File: src/rtl/fwd_hazard_ctrl.sv
// Purpose: operand-forward select generation and load-use / flush / memory-busy hazard control for a 5-stage core.
// Latency: m1sel/m2sel registered on the advance that moves an instruction into EX; stall/bubble/freeze combinational.
// Backpressure: mem_busy freezes every tracked slot, the selects and the counter; stall_if_id holds fetch meanwhile.
//
// Ports:
//   clk, rst                  pipeline clock, synchronous active-high reset
//   id_valid, id_rs1/2,
//   id_uses_rs1/2, id_rd,
//   id_regwrite, id_memread   decoded fields of the instruction currently in ID
//   flush                     taken branch/jump in EX, squash the ID instruction
//   mem_busy                  data memory not ready, hold the whole pipe
//   m1sel, m2sel              EX operand mux selects: 00 reg/PC, 01 WB data, 10 MEM ALU result
//   stall_if_id, bubble_ex,
//   freeze                    pipeline control strobes for the current cycle
//   stall_count               saturating count of load-use bubbles since reset
module fwd_hazard_ctrl (
  input  logic        clk,
  input  logic        rst,
  input  logic        id_valid,
  input  logic [4:0]  id_rs1,
  input  logic [4:0]  id_rs2,
  input  logic        id_uses_rs1,
  input  logic        id_uses_rs2,
  input  logic [4:0]  id_rd,
  input  logic        id_regwrite,
  input  logic        id_memread,
  input  logic        flush,
  input  logic        mem_busy,
  output logic [1:0]  m1sel,
  output logic [1:0]  m2sel,
  output logic        stall_if_id,
  output logic        bubble_ex,
  output logic        freeze,
  output logic [15:0] stall_count
);

  typedef struct packed {
    logic       vld;
    logic [4:0] rd;
    logic       regwrite;
  } slot_t;

  localparam logic [1:0] SEL_REG = 2'b00;
  localparam logic [1:0] SEL_WB  = 2'b01;
  localparam logic [1:0] SEL_MEM = 2'b10;

  // The instruction leaving MEM is only of interest while it is in WB, and the
  // register file is write-through, so the WB occupant never feeds a select:
  // no WB shadow is kept. Only the EX occupant needs its load flag.
  slot_t ex_slot;
  slot_t mem_slot;
  logic  ex_memread;
  logic  pending_flush;

  logic  eff_flush;
  logic  load_use;
  logic  issue;
  logic [1:0] sel1;
  logic [1:0] sel2;

  function automatic logic slot_writes(input slot_t s, input logic [4:0] r);
    return s.vld && s.regwrite && (s.rd == r) && (r != 5'd0);
  endfunction

  // Select for an operand of the instruction about to enter EX. The current EX
  // occupant will be in MEM next cycle (ALU result forwardable unless it is a
  // load); the current MEM occupant will be in WB. Nearer producer wins.
  function automatic logic [1:0] fwd_sel(input logic uses, input logic [4:0] rs,
                                         input slot_t ex_s, input logic ex_ld,
                                         input slot_t mem_s);
    if (uses && slot_writes(ex_s, rs) && !ex_ld)
      return SEL_MEM;
    else if (uses && slot_writes(mem_s, rs))
      return SEL_WB;
    else
      return SEL_REG;
  endfunction

  assign eff_flush = flush | pending_flush;

  assign load_use = id_valid && ex_slot.vld && ex_memread && (ex_slot.rd != 5'd0) &&
                    ((id_uses_rs1 && (id_rs1 == ex_slot.rd)) ||
                     (id_uses_rs2 && (id_rs2 == ex_slot.rd)));

  // ID instruction actually moves into EX on this advance.
  assign issue = id_valid && !load_use && !eff_flush;

  assign sel1 = fwd_sel(id_uses_rs1, id_rs1, ex_slot, ex_memread, mem_slot);
  assign sel2 = fwd_sel(id_uses_rs2, id_rs2, ex_slot, ex_memread, mem_slot);

  // Strobes are gated by rst so the surrounding pipe sees a quiet control
  // interface while it is being reset.
  assign freeze      = !rst && mem_busy;
  assign stall_if_id = !rst && (mem_busy || (load_use && !eff_flush));
  assign bubble_ex   = !rst && !mem_busy && (load_use || eff_flush);

  always_ff @(posedge clk) begin
    if (rst) begin
      ex_slot       <= '0;
      mem_slot      <= '0;
      ex_memread    <= 1'b0;
      pending_flush <= 1'b0;
      m1sel         <= SEL_REG;
      m2sel         <= SEL_REG;
      stall_count   <= 16'd0;
    end else if (mem_busy) begin
      // A flush arriving mid-freeze must not be lost: remember it until the
      // first cycle the pipe advances again.
      if (flush)
        pending_flush <= 1'b1;
    end else begin
      pending_flush <= 1'b0;
      mem_slot      <= ex_slot;
      if (issue) begin
        ex_slot.vld      <= 1'b1;
        ex_slot.rd       <= id_rd;
        ex_slot.regwrite <= id_regwrite;
        ex_memread       <= id_memread;
        m1sel            <= sel1;
        m2sel            <= sel2;
      end else begin
        ex_slot    <= '0;
        ex_memread <= 1'b0;
        m1sel      <= SEL_REG;
        m2sel      <= SEL_REG;
      end
      if (load_use && !eff_flush && (stall_count != 16'hFFFF))
        stall_count <= stall_count + 16'd1;
    end
  end

endmodule

File: config.mk
export PLATFORM = sky130hd
export DESIGN_NAME = fwd_hazard_ctrl
export DESIGN_NICKNAME = d
export VERILOG_FILES = /design/src/rtl/fwd_hazard_ctrl.sv
export SDC_FILE = /design/constraint.sdc
export NUM_CORES = 1
export LEC_CHECK = 0
export CAP_MARGIN = 15
export CORE_MARGIN = 2
export CORE_UTILIZATION = 50
export DETAILED_ROUTE_END_ITERATION = 10
export GPL_TIMING_DRIVEN = 0
export PLACE_DENSITY = 0.85
export SLEW_MARGIN = 20
export SYNTH_ARGS = -nofsm -noshare
export SYNTH_HDL_FRONTEND = slang
export SYNTH_SLANG_ARGS = --single-unit
File: constraint.sdc
create_clock -name clk -period 3.4 [get_ports clk]
set_clock_uncertainty 0.05 [all_clocks]
set_input_delay 0.34 -clock clk [delete_from_list [all_inputs] [get_ports clk]]
set_output_delay 0.34 -clock clk [all_outputs]
set_load 0.005 [all_outputs]
==> results.json, run 1 <==
{
  "vias": 1843,
  "cp.required_ns": 3.01,
  "initialDrtViolationCount": 139,
  "grt_first_pass_wirelength_um": 7680,
  "fin_tns_setup_ns": 0,
  "powerDensity_nw_per_um2": 331,
  "area_growth_pct": 31.2,
  "status": "finished, final reports clean",
  "multi_input_area_um2": 1100,
  "grt_max_degree": 11,
  "nets": 291,
  "rsz0062_at_grt": "false",
  "first_global_vias": 1636,
  "finish.utilization_pct": 68.5,
  "dieArea_um2": 4330,
  "synth_edf_count": 0,
  "core-area_um2": 3660,
  "hold_violations": 0,
  "ys_seq_area_share_pct": 37.7,
  "clk_pin_slew_worst_paths_ns": 0.06,
  "synth-async-reset-ratio_pct": 0,
  "min_period_over_period_pct": 92.5,
  "critPathSlowestCell": "clkdlybuf4s50_1",
  "fill_cells": 310,
  "vdd_drop_max_mv": 0.229,
  "wl_per_cell_um": 14.6,
  "path_class": "in2out",
  "critical_path.max_stage_delay_ns": 0.56,
  "placed_area_um2": 2410,
  "end_kind": "primary output",
  "cp_data_arrival_time_ns": 2.76,
  "postCtsSetupRepairBufs": 0,
  "gp_congestion": 0.907,
  "grt_usage_pct": 22.9,
  "antenna_found_initial": 0,
  "finalInstanceArea_um2": 2510,
  "vias_per_cell": 5.87,
  "min_path_type": "in2reg",
  "cts_buffers": 5,
  "postRouteAntennaNets": 0,
  "grt_overflow": 0,
  "synth_area_per_cell_um2": 8.89,
  "synthFlopType": "dfxtp_1",
  "regArea_um2": 721,
  "cts_resized": 0,
  "maxCapViolCount": 0,
  "fmax_mhz": 318,
  "synth_nets": 240,
  "slew-limit-headroom_pct": 64.4,
  "slew_viol_final": 0,
  "clock-sinks": 36,
  "hold_start": "rst",
  "synth_area_um2": 1910,
  "drive_gt1_share_pct": 7.89,
  "pin_count": 47,
  "drc_errors": 0,
  "netlist_instances": 215,
  "clock_latency_ns": 0.28,
  "die_w_um": 65.8,
  "min_period_ns": 3.15,
  "portBuffers": 44,
  "tightest_slew_ns": 0.535,
  "hpwl_um": 3410,
  "synth_cell_types": 38,
  "htreeDepth": 2,
  "yosys_warnings": 0,
  "p_leak_uw": 0.000845,
  "crit_start": "id_rs1[4]",
  "antenna_cells": 0,
  "start_util_pct": 52.2,
  "cpMostUsedCell": "clkdlybuf4s50_1",
  "setup_viol": 0,
  "cts_tree": "yes",
  "rows": 22,
  "routed_wirelength_um": 4580,
  "cts_hold_buf": 0,
  "reg2reg_from": "ex_slot[5]",
  "root_buffer": "clkbuf_8",
  "start_kind": "primary input",
  "yosys_register_bits": 36,
  "worstPathMaxFanout": 10,
  "worstPathCellList": "clkdlybuf4s50_1, xor2_1, nor4_4, a2bb2oi_2, buf_2, nand2b_1, o41ai_1, clkdlybuf4s50_1",
  "die_h_um": 65.8,
  "clk_path_buf_depth": 2,
  "drtPass1Iterations": 4
}
[flip-flops by register name (all words and copies together), names as in the netlist]
name,cells
ex_memread,1
mem_slot,7
m1sel,2
stall_count,16
pending_flush,1
m2sel,2
ex_slot,7
[cell type report]
cell class | instances | area share (%)
Tap cell | 48 | 2.40
Clock buffer | 7 | 3.84
Timing Repair Buffer | 44 | 17.6
Multi-Input combinational cell | 162 | 43.9
Buffer | 14 | 3.14
Inverter | 3 | 0.449
Sequential cell | 36 | 28.7
[through the flow]
stage	power, uW	setup WS (ns)	hold slack, ns	std cells
2_1_floorplan	479	1.43	0.399	215
3_3_place_gp	521	0.293	0.389	307
3_5_place_dp	522	0.288	0.398	307
4_1_cts	836	0.260	0.363	314
5_1_grt	866	0.171	0.381	314
6_report	830	0.253	0.363	314
[final timing paths]
check	endpoint	slack [ns]	cells past startpoint
max	stall_if_id	0.25	8
min	stall_count[2]	0.36	2
max reg2reg	stall_count[13]	1.20	7
min reg2reg	m2sel[0]	0.41	2
[power by group]
part | total [uW] | internal, uW | switching [uW] | leakage [uW]
Combinational | 82.1 | 43.9 | 38.2 | 0.000504
Sequential | 431 | 426 | 5.26 | 0.000291
Clock | 317 | 180 | 137 | 0.0000503
Total | 830 | 650 | 180 | 0.000845
[Yosys cell counts, types with 5 or more instances]
cell type	count	area share (%)
a21oi_1	19	5.0
a22o_1	9	4.1
clkbuf_1	8	1.6
dfxtp_1	36	38
mux2i_1	7	3.7
nand2_1	11	2.2
nand3_1	9	2.4
nand4_1	7	2.3
nor2_1	17	3.3
nor3_1	5	1.3
o31ai_1	15	5.9
or4_1	15	5.9
xnor2_1	8	3.7
xor2_1	12	5.5
[placed cells by master, fill, tap and decap left out, types with 3 or more instances in the layout]
master / n
or4_1: 15
nor2_1: 17
inv_1: 3
clkbuf_8: 7
nor4_1: 3
clkbuf_1: 8
a22o_1: 9
mux2i_1: 7
buf_6: 3
dfxtp_1: 36
xnor2_1: 8
o31ai_1: 15
buf_2: 3
nand4_1: 7
clkdlybuf4s50_1: 44
nand2_1: 11
xor2_1: 12
nand3_1: 9
nor3_1: 5
a21oi_1: 19
[critical path, delay by kind of cell]
family	cells	cell delay [ns]
buffers and inverters	3	1.25
and+or+nand+nor	2	0.51
AOI/OAI and AO/OA	2	0.44
xor gates and xnor gates	1	0.21
[cells by family (layout without fill, tap and decap cells)]
group,after synthesis,after routing,share of synthesized area [%]
XOR/XNOR,20,20,9.17
AO/OA/AOI/OAI,53,53,19.1
AND/OR/NAND/NOR,81,81,25.0
adder cells (fa/ha/maj),1,1,0.655
multiplexers,7,7,3.67
buffers and inverters,17,68,4.71
flip-flops,36,36,37.7
[metal layers]
| layer | track usage [%] | vias up | routed length, um |
|---|---|---|---|
| met1 | 30.7 | 875 | 2130 |
| met5 | 0 | - | 0 |
| met4 | 8.59 | 0 | 59 |
| li1 | - | 907 | - |
| met3 | 4.26 | 7 | 195 |
| met2 | 36.4 | 54 | 2190 |
(Power assumes the default switching activity.)
==> run 2: changes to the inputs <==
- ABC_AREA: unset -> 1
- CORE_MARGIN: 2 -> 5
- PLACE_DENSITY: 0.85 -> 0.84
- clock period: 3.4 -> 3.9 ns (I/O delays scaled with it)
==> run 2 against run 1 <==
Compared with the run above: first-iteration DRC count shrank 48%; sequential power is 13% lower; core utilization down 1.8 points; setup slack better by 0.78 ns; hold slack better by 0.045 ns; synthesized cell count grew 47%; design area increased by 4.8%; non-clock buffer count is 8 lower; clock power up 2%; register-to-register slack improved by 0.88 ns; critical path depth shrank 3; die area is 24% higher; largest cell class unchanged; largest power group unchanged; highest routed layer unchanged.
==> results.json, run 2 <==
{
  "top_register": "stall_count",
  "cts_tree": "yes",
  "worstPathMaxFanout": 10,
  "first_global_vias": 2099,
  "antenna_cells": 0,
  "grt_max_degree": 12,
  "drc_errors": 0,
  "route.met2.wl_um": 2530,
  "wl_per_cell_um": 12.1,
  "grt_overflow": 0,
  "critPathTopFamily": "buffers and inverters",
  "cts_resized": 0,
  "drtPass1Iterations": 4,
  "final_common_cell": "nand2_1",
  "vdd_drop_max_mv": 0.257,
  "synth_commonest_cells": "91 x nand2_1, 57 x nor2_1, 36 x dfxtp_1",
  "fin_tns_setup_ns": 0,
  "post-synth-top-area-fraction_pct": 35.9,
  "die_w_um": 73.4,
  "hpwl_um": 3870,
  "synth-async-reset-ratio_pct": 0,
  "final_cell_mix": "91 x nand2_1, 57 x nor2_1, 45 x clkdlybuf4s50_1",
  "cts_buffers": 5,
  "drive_gt1_share_pct": 8.67,
  "min_period_ns": 2.87,
  "crit_start": "rst",
  "start_kind": "primary input",
  "routed_wirelength_um": 5060,
  "grt_first_pass_wirelength_um": 8740,
  "synth_most_common_cell": "nand2_1",
  "status": "finished, final reports clean",
  "worstPathCellList": "clkdlybuf4s50_1, nor2_1, inv_1, a21oi_1, clkdlybuf4s50_1",
  "synth_area_um2": 2010,
  "routed.top_layer": "met4",
  "powerDensity_nw_per_um2": 295,
  "hold_violations": 0,
  "critical_path.max_stage_delay_ns": 0.54,
  "wl_met1_um": 2150,
  "top_regs": "stall_count: 16 flops, ex_slot: 7 flops, mem_slot: 7 flops",
  "synth_edf_count": 0,
  "htreeDepth": 2,
  "root_buffer": "clkbuf_8",
  "end_kind": "primary output",
  "p_leak_uw": 0.00103,
  "grt_usage_pct": 20.6,
  "ys_top_cells_by_area": "dfxtp_1 36%, nand2_1 17%, nor2_1 11%, nand3_1 5.7%, inv_1 4.9%",
  "rows": 23,
  "regArea_um2": 721,
  "cp.required_ns": 3.46,
  "crit_buf_inv": 3,
  "yosys.area.top_type": "dfxtp_1",
  "cp_data_arrival_time_ns": 2.43,
  "reg2reg_from": "stall_count[0]",
  "synthFlopType": "dfxtp_1",
  "postRouteAntennaNets": 0,
  "gp_congestion": 0.916,
  "clock-sinks": 36,
  "multi_input_area_um2": 1120,
  "yosys_register_bits": 36,
  "critPathSlowestCell": "nor2_1",
  "clk_path_buf_depth": 2,
  "antenna_found_initial": 0,
  "pin_count": 47,
  "met3_length_um": 294,
  "dieArea_um2": 5380,
  "rsz0062_at_grt": "false",
  "clk_pin_slew_worst_paths_ns": 0.07,
  "area_growth_pct": 30.9,
  "yosys_warnings": 0,
  "nets": 393,
  "hold_start": "m2sel[1]",
  "min_period_over_period_pct": 73.6,
  "setup_viol": 0,
  "netlist_instances": 316,
  "min_path_type": "reg2reg",
  "clock_latency_ns": 0.29,
  "postCtsSetupRepairBufs": 0,
  "cpMostUsedCell": "clkdlybuf4s50_1",
  "largest_reg_flops": 16,
  "slew-limit-headroom_pct": 56.0,
  "synth_area_per_cell_um2": 6.35,
  "fill_cells": 352,
  "vias_per_cell": 5.03,
  "start_util_pct": 50.9,
  "path_class": "in2out",
  "fmax_mhz": 348,
  "core-area_um2": 3940,
  "initialDrtViolationCount": 72,
  "portBuffers": 45,
  "cts_hold_buf": 0,
  "fin_cells": 419,
  "synth_cell_types": 28,
  "ys_seq_area_share_pct": 35.9,
  "maxCapViolCount": 0,
  "die_h_um": 73.4,
  "slew_viol_final": 0,
  "synth_nets": 341,
  "tightest_slew_ns": 0.657,
  "vias": 2107,
  "dp.cells": 411
}
==> run 2: cell types whose count changed in the layout (fill, tap and decap cells not counted), moves of 15 or more <==
cell     delta
inv_1      +23
or4_1      -15
nand2_1    +80
nor2_1     +40
o31ai_1    -15
==> run 2: power breakdown <==
part	total (uW)	leakage (uW)	internal, uW	switching [uW]
Clock	324	0.0000552	190	134
Sequential	373	0.000291	371	2.16
Combinational	78.4	0.000687	36.4	42.0
==> run 2: per-stage QoR <==
step | power (uW) | hold slack, ns | area (um^2) | worst slack, ns | util [%]
3_5_place_dp | 459 | 0.400 | 2520 | 1.02 | 63.9
2_1_floorplan | 419 | 0.378 | 2010 | 2.19 | -
6_report | 775 | 0.408 | 2630 | 1.03 | 66.7
4_1_cts | 780 | 0.413 | 2630 | 1.02 | 66.7
5_1_grt | 806 | 0.434 | 2630 | 0.826 | 66.7
3_3_place_gp | 458 | 0.393 | 2520 | 1.06 | 63.9
==> run 2: kinds of logic (layout without fill, tap and decap cells) <==
group / Yosys count / after routing / share of synthesized area [%]
flops: 36 / 36 / 35.9
fa+ha+maj: 1 / 1 / 0.623
simple gates: 195 / 195 / 41.7
compound gates: 35 / 35 / 9.41
xor+xnor: 9 / 9 / 3.93
buf+inv: 40 / 93 / 8.47
==> run 2: final timing paths <==
kind | slack (ns) | depth (start not counted) | to
worst max-delay path | 1.03 | 5 | bubble_ex
worst min-delay path | 0.41 | 2 | m2sel[1]
worst max register to register | 2.08 | 14 | stall_count[1]
worst min register to register | 0.41 | 2 | m2sel[1]
==> run 2: worst register-to-register path: stages, from the launching register on <==
cell and delay, ns:
dfxtp_1 0.40, ha_1 0.19, nand2_1 0.08, inv_1 0.11, nand2_1 0.07, nor2_1 0.09, nand2_1 0.08, nor2_1 0.09
nand2_1 0.05, nor2_1 0.10, nor2_2 0.07, buf_6 0.14, nand3_1 0.08, nand2_1 0.07, nor2_1 0.09
==> run 2: cell type report <==
| type | count | share of cell area [%] |
|---|---|---|
| flip-flops and latches | 36 | 27.4 |
| repair buffers | 45 | 17.1 |
| plain buffers | 5 | 1.48 |
| clock buffers | 6 | 2.76 |
| multi-input cells | 240 | 42.5 |
| clock inverters | 2 | 1.33 |
| well taps | 50 | 2.38 |
| inverters | 35 | 5.00 |
==> run 2: routing by layer <==
layer / track usage (%) / vias to the layer above
li1: - / 1100
met1: 23.5 / 945
met2: 36.6 / 54
met3: 4.92 / 8
met4: 8.45 / 0
met5: 0 / -
==> run 3: changes to the inputs <==
- CORE_UTILIZATION: 50 -> 45
- PLACE_DENSITY: 0.84 -> 0.8
- clock period: 3.9 -> 2.6 ns (I/O delays scaled with it)
==> run 3 against run 2 <==
Compared with the run above: non-clock buffer count unchanged; die area increased by 9.6%; global-route usage decreased by 2.3 points; highest routed layer unchanged; register-to-register slack worse by 1.3 ns; clock-buffer cell count unchanged; via count fell by 0.33%; power is 40% higher.
==> results.json, run 3 (same netlist as run 2, synthesis figures left out) <==
{
  "status": "finished, final reports clean",
  "cts_tree": "yes",
  "hold_violations": 0,
  "clk_path_buf_depth": 2,
  "start_util_pct": 46.1,
  "setup_viol": 0,
  "worstPathMaxFanout": 4,
  "critPathCapture": "stall_if_id",
  "final_cell_mix": "91 x nand2_1, 56 x nor2_1, 45 x clkdlybuf4s50_1",
  "top_register": "stall_count",
  "drive_gt1_share_pct": 9.21,
  "drc_errors": 0,
  "fmax_mhz": 408,
  "reg2reg_depth": 13,
  "grt_overflow": 0,
  "die_h_um": 76.8,
  "initialDrtViolationCount": 86,
  "gr-usage-met3_pct": 5.39,
  "finish.utilization_pct": 60.3,
  "antenna_found_initial": 0,
  "rsz0062_at_grt": "false",
  "slew_viol_final": 0,
  "min_period_ns": 2.45,
  "vias_per_cell": 4.99,
  "grt_first_pass_wirelength_um": 8880,
  "fin_cells": 421,
  "cts_buffers": 5,
  "final_common_cell": "nand2_1",
  "crit_start": "id_rs1[1]",
  "largest_reg_flops": 16,
  "grt_max_degree": 12,
  "whs_ns": 0.301,
  "dp.cells": 413,
  "p_leak_uw": 0.00103,
  "drtPass1Iterations": 4,
  "cp_data_arrival_time_ns": 2.14,
  "cp.required_ns": 2.29,
  "hpwl_um": 4100,
  "clk_pin_slew_worst_paths_ns": 0.07,
  "clock-sinks": 36,
  "grt_usage_pct": 18.3,
  "core-area_um2": 4350,
  "antenna_cells": 0,
  "path_class": "in2out",
  "root_buffer": "clkbuf_8",
  "vias": 2100,
  "portBuffers": 45,
  "fin_tns_setup_ns": 0,
  "grt_use_met2_pct": 31.7,
  "die_w_um": 76.8,
  "nets": 393,
  "htreeDepth": 2,
  "area_growth_pct": 30.7,
  "postCtsSetupRepairBufs": 0,
  "min_period_over_period_pct": 94.3,
  "wl_per_cell_um": 12.5,
  "first_global_vias": 1958,
  "min_path_type": "in2reg",
  "gp_congestion": 0.907,
  "tightest_slew_ns": 0.428,
  "maxCapViolCount": 0,
  "powerDensity_nw_per_um2": 415,
  "busiest_layer": "met2",
  "routed_wirelength_um": 5270,
  "postRouteAntennaNets": 0,
  "total_power_uw": 1090,
  "slew-limit-headroom_pct": 71.5,
  "rows": 24,
  "r2r_setup_slack_ns": 0.76,
  "cts_hold_buf": 0,
  "reg2reg_from": "stall_count[0]",
  "dieArea_um2": 5900,
  "vdd_drop_max_mv": 0.344,
  "pin_count": 47,
  "top_regs": "stall_count: 16 flops, ex_slot: 7 flops, mem_slot: 7 flops",
  "clock_latency_ns": 0.29,
  "start_kind": "primary input",
  "met1_usage_pct": 21.9,
  "end_kind": "primary output",
  "reg2reg_to": "stall_count[6]"
}
[run 3: cell types whose count changed in the layout (fill, tap and decap cells not counted), sizes merged]
cell | previous run | this run
clkinv | 1 | 2
bufinv | 1 | 0
[run 3: metrics by stage]
stage          cell area, um^2  setup WS [ns]
2_1_floorplan             2010          0.955
3_3_place_gp              2520        0.00109
3_5_place_dp              2520       -0.00631
4_1_cts                   2620         0.0171
5_1_grt                   2620        0.00620
6_report                  2620          0.149
[run 3: worst min-delay path by stage]
stage	from	cells after the start	to
floorplan	id_memread	2	ex_memread
global placement	mem_slot[6]	2	mem_slot[6]
detailed placement	m2sel[1]	2	m2sel[1]
CTS	mem_busy	4	stall_count[2]
global route	mem_busy	4	stall_count[15]
finish	mem_busy	4	stall_count[2]
[run 3: cell type report]
class                      instances  area (um^2)
timing repair buffer              45          450
buffer                             5         38.8
multi-input combinational        240         1120
tap                               52         65.1
clock inverter                     2         10.0
fill                             432         1730
inverter                          35          131
clock buffer                       6         82.6
sequential                        36          721
[run 3: timing repair]
item / CTS / global route
endpoints found under the setup margin: 1 / 1
pin swaps: 0 / 0
resized for setup: 1 / 2
[run 3: power by group]
group	switching [uW]	internal, uW	leakage (uW)
sequential	3.12	556	0.000291
clock	199	211	0.0000510
combinational	64.2	55.1	0.000687
[run 3: worst max-delay path, stage by stage]
cell	delay, ns
clkdlybuf4s50_1	0.56
inv_2	0.05
nand2_1	0.05
nand2_1	0.05
nor2_1	0.11
nand3_1	0.13
nand2_2	0.12
nand3_2	0.10
o21ai_1	0.17
clkdlybuf4s50_1	0.52
[run 3: routing by layer]
metal	wire, um	up-vias
met5	0	-
met4	62	0
met3	276	7
met2	2600	48
met1	2330	944
li1	-	1101
==> edit 1: new RTL, flow settings as in run 2 <==
Reset style: asynchronous (`rst`), changed in one clocked block. Comments in the files are not updated.
--- a/src/rtl/fwd_hazard_ctrl.sv
+++ b/src/rtl/fwd_hazard_ctrl.sv
@@ -95,5 +95,5 @@
   assign bubble_ex   = !rst && !mem_busy && (load_use || eff_flush);
 
-  always_ff @(posedge clk) begin
+  always_ff @(posedge clk or posedge rst) begin
     if (rst) begin
       ex_slot       <= '0;
Check against the original RTL: differs if rst is asserted again (counterexample within 4 cycles, from zero or initial values and one cycle with rst high); with rst held inactive, the same outputs for 10 cycles.
==> edit 1 against run 2 <==
- routed wire length is 15% higher
- non-clock buffer count grew 3
- setup slack better by 0.10 ns
- critical path depth up 7
- synthesized area rose by 17%
- global-route usage decreased by 0.95 points
- final area rose by 12%
- total power fell by 2.0%
- sequential cell count stayed put
- via count up 4.3%
- count of clock-buffer cells in the layout unchanged
- largest cell class unchanged
- largest power group unchanged
- highest routed layer unchanged
==> edit 1: results (changes against run 2) <==
Fillers = 442 (+26%)
clock network area share = 2.62% (-1.5 points)
DR iter-0 viols = 105 (+46%)
worst r2r path cells = 10 (-4)
Final GP Congestion = 0.881 (-3.8%)
WHS Endpoint = m2sel[1]$_DFFE_PP0N_
syn nets = 338 (-0.88%)
met3 Use GR = 4.13% (-0.80 points)
XOR/XNOR share of the synthesized area = 5.22% (+1.3 points)
Antenna Cells = 0 (unchanged)
pin count of the biggest net entering global routing = 37 (+25)
Clock Tree Root = clkbuf_8
async set or reset register ratio after synthesis = 100% (+100 points)
R2R Setup Slk = 2.04 ns (-0.04 ns)
routed wl met2 = 2.89 mm (+14%)
DR vias = 2,197 (+4.3%)
met2 global-route usage = 33.7% (-2.9 points)
multi-input gate count = 217 (-9.6%)
non-clk buf share = 17.5% (-1.1 points)
Synth Area in Compound Gates = 10.9% (+1.4 points)
Non-clk bufs = 53 (+6.0%)
Worst Hold Slack = 0.440 ns (+0.0324 ns)
crit-path max FO = 4 (-6)
dpl cell area = 2880 sq um (+14%)
met1 capacity usage during global routing = 24.3% (+0.84 points)
final wirelength = 5.81 mm (+15%)
placed insts = 413 (+0.49%)
footprint of the multi-input gates = 1190 sq um (+6.9%)
worst r2r dst = stall_count[12]$_DFFE_PP0P_
top flop regs = stall_count (16), ex_slot (7), mem_slot (7)
status = complete, no violations
fraction of area in registers = 30.5% (+3.1 points)
vias in the first global route = 2,101 (+0.095%)
global-route wire length before repair = 9.65 mm (+10%)
fin crit share = 71.0% (-2.6 points)
pre-CTS WS = 1.13 ns (+0.117 ns)
First-pass DRT Iterations = 4 (unchanged)
count of non-CTS inverters in the layout = 53 (+51%)
DIE WIDTH = 78.6 um (+7.1%)
PortBufs = 46 (+2.2%)
Mapped Cells = 313 (-0.95%)
Static Leak = 0.00152 uW (+47%)
worst r2r src = stall_count[0]$_DFFE_PP0P_
VDD IR max = 0.000190 V (-26%)
WL met3 = 275 um (-6.5%)
ranking of synthesized cells by area = dfrtp_1, nand2_1, inv_1, o21bai_1, nand3_1
top cell types by occurrence after synthesis = nand2_1, inv_1, dfrtp_1
Synth Area in Adders = 0.532% (-0.091 points)
Unique masters post-synth = 33 (+18%)
DPL Wire Length = 4.45 mm (+15%)
share of layout cells above drive strength 1 = 10.9% (+2.3 points)
Seq/Total Area, Yosys = 38.3% (+2.4 points)
Least-Margin Pin Slew = 0.747 ns (+0.0894 ns)
Design Area, Final = 2960 sq um (+12%)
Hold Startpoint = m2sel[1]$_DFFE_PP0N_
Crit. Startpoint = id_rs1[0]
[edit 1: cell types whose count changed after synthesis, moves of 3 or more]
| cell | change |
|---|---|
| a21oi_1 | -8 |
| dfrtp_1 | +36 |
| dfxtp_1 | -36 |
| inv_1 | +20 |
| nand2_1 | -9 |
| nand3_2 | +5 |
| nor2_1 | -36 |
| o21ai_0 | -5 |
| o21bai_1 | +16 |
| xnor2_1 | +3 |
[edit 1: power by group]
part	internal, uW	leakage [uW]	switching, uW
combinational	49.8	0.00106	64.0
sequential	383	0.000412	9.37
clock	122	0.0000410	132
[edit 1: worst max-delay path: stages]
cell,delay (ns)
clkdlybuf4s50_1,0.56
inv_1,0.08
nand2_1,0.06
nand2_1,0.08
nor2_4,0.09
nand3_2,0.10
nand2_4,0.11
nand2_1,0.11
nand2_1,0.10
nand2_1,0.05
nor2_1,0.10
clkdlybuf4s50_1,0.50
==> edit 2: new RTL, config.mk and constraints of run 2 <==
Without the edit above. Put one more register stage on the output `stall_count`. The value now appears one clock later. The other outputs are not delayed to match.
--- a/src/rtl/fwd_hazard_ctrl.sv
+++ b/src/rtl/fwd_hazard_ctrl.sv
@@ -44,4 +44,6 @@
   localparam logic [1:0] SEL_WB  = 2'b01;
   localparam logic [1:0] SEL_MEM = 2'b10;
+
+  logic [15:0] stall_count_s0;
 
   // The instruction leaving MEM is only of interest while it is in WB, and the
@@ -103,5 +105,5 @@
       m1sel         <= SEL_REG;
       m2sel         <= SEL_REG;
-      stall_count   <= 16'd0;
+      stall_count_s0 <= 16'd0;
     end else if (mem_busy) begin
       // A flush arriving mid-freeze must not be lost: remember it until the
@@ -125,7 +127,11 @@
         m2sel      <= SEL_REG;
       end
-      if (load_use && !eff_flush && (stall_count != 16'hFFFF))
-        stall_count <= stall_count + 16'd1;
+      if (load_use && !eff_flush && (stall_count_s0 != 16'hFFFF))
+        stall_count_s0 <= stall_count_s0 + 16'd1;
     end
+  end
+
+  always_ff @(posedge clk) begin
+    stall_count <= stall_count_s0;
   end
 
Check against the original RTL: not equivalent (a bounded check fails within 4 cycles, from zero or initial values and one cycle with rst high).
==> edit 2 against run 2 <==
- hold slack got worse by 0.069 ns
- sequential cell count increased by 16
- total power increased by 24%
- routed wire length increased by 7.2%
- synthesized area increased by 15%
- clock power increased by 7.1%
- setup slack got worse by 0.074 ns
- final area increased by 11%
==> edit 2: results (changes against run 2) <==
Worst Path Arrival = 2.50 ns (+0.07 ns)
vias per inst = 5.09 (+1.2%)
post-layout minimum cycle time = 2.94 ns (+0.0740 ns)
global-route wire length before repair = 9.38 mm (+7.3%)
top cell types by occurrence after synthesis = nand2_1, nor2_1, dfxtp_1
Static Leak = 0.00127 uW (+23%)
status = complete, no violations
Fillers = 394 (+12%)
share of layout cells above drive strength 1 = 7.14% (-1.5 points)
Hold Startpoint = stall_count_s0[4]$_SDFFE_PP0P_
clock network area share = 3.38% (-0.72 points)
CP endpoint = stall_if_id
GR Util All Layers = 18.7% (-1.9 points)
DR iter-0 viols = 111 (+54%)
Synth Area in Compound Gates = 6.30% (-3.1 points)
VDD IR max = 0.000281 V (+9.2%)
Design Area, Final = 2930 sq um (+11%)
Min-Delay Path Depth = 0 (-2)
non-clk buf share = 16.3% (-2.3 points)
worst r2r src = stall_count_s0[0]$_SDFFE_PP0P_
pre-CTS WS = 0.992 ns (-0.0233 ns)
worst r2r dst = stall_count_s0[14]$_SDFFE_PP0P_
ranking of synthesized cells by area = dfxtp_1, nand2_1, nor2_1, nand3_1, inv_1
worst r2r path cells = 10 (-4)
Mapped Cells = 326 (+3.2%)
Worst Hold Slack = 0.339 ns (-0.0690 ns)
pin count of the biggest net entering global routing = 15 (+3)
headroom to the max-slew limit = 64.5% (+8.4 points)
WHS Endpoint = stall_count[4]$_DFF_P_
placed insts = 424 (+3.2%)
DPL Wire Length = 4.07 mm (+5.3%)
XOR/XNOR share of the synthesized area = 4.57% (+0.64 points)
Clock Sinks = 52 (+44%)
Seq/Total Area, Yosys = 45.2% (+9.3 points)
DR vias = 2,189 (+3.9%)
footprint of the multi-input gates = 1090 sq um (-2.0%)
final net count = 404 (+2.8%)
vias in the first global route = 2,126 (+1.3%)
Unique masters post-synth = 27 (-3.6%)
Crit. Startpoint = mem_busy
Synth Area in Adders = 0.543% (-0.080 points)
met2 global-route usage = 31.6% (-5.1 points)
multi-input gate count = 230 (-4.2%)
met3 Use GR = 5.32% (+0.40 points)
top flop regs = stall_count (16), stall_count_s0 (16)
==> edit 2: changes by cell type in the layout (fill, tap and decap cells not counted), moves of 4 or more <==
| cell | change |
|---|---|
| nor2_1 | -4 |
| o21ai_0 | +4 |
| nand2_1 | -7 |
| dfxtp_1 | +16 |
| xor2_1 | +4 |
==> edit 2: report_power, final <==
group / switching, uW / leakage, uW / internal, uW
combinational: 43.4 / 0.000797 / 37.1
clock: 163 / 0.0000501 / 184
sequential: 2.50 / 0.000419 / 534
==> edit 2: cells by family after synthesis <==
family          count (synthesis)
compound gates                 28
xor+xnor                       12
fa+ha+maj                       1
buf+inv                        44
flops                          52
simple gates                  189
==> edit 2: routing by layer <==
metal | share of wire, % | wire, um
met5 | 0 | 0
met4 | 2.3 | 127
met3 | 6.5 | 353
met2 | 47 | 2560
met1 | 44 | 2380
==> edit 2: critical path: cells and delay by family <==
family	cells	cell delay, ns
and+or+nand+nor	1	0.12
AOI/OAI and AO/OA	1	0.23
buffers and inverters	5	1.77
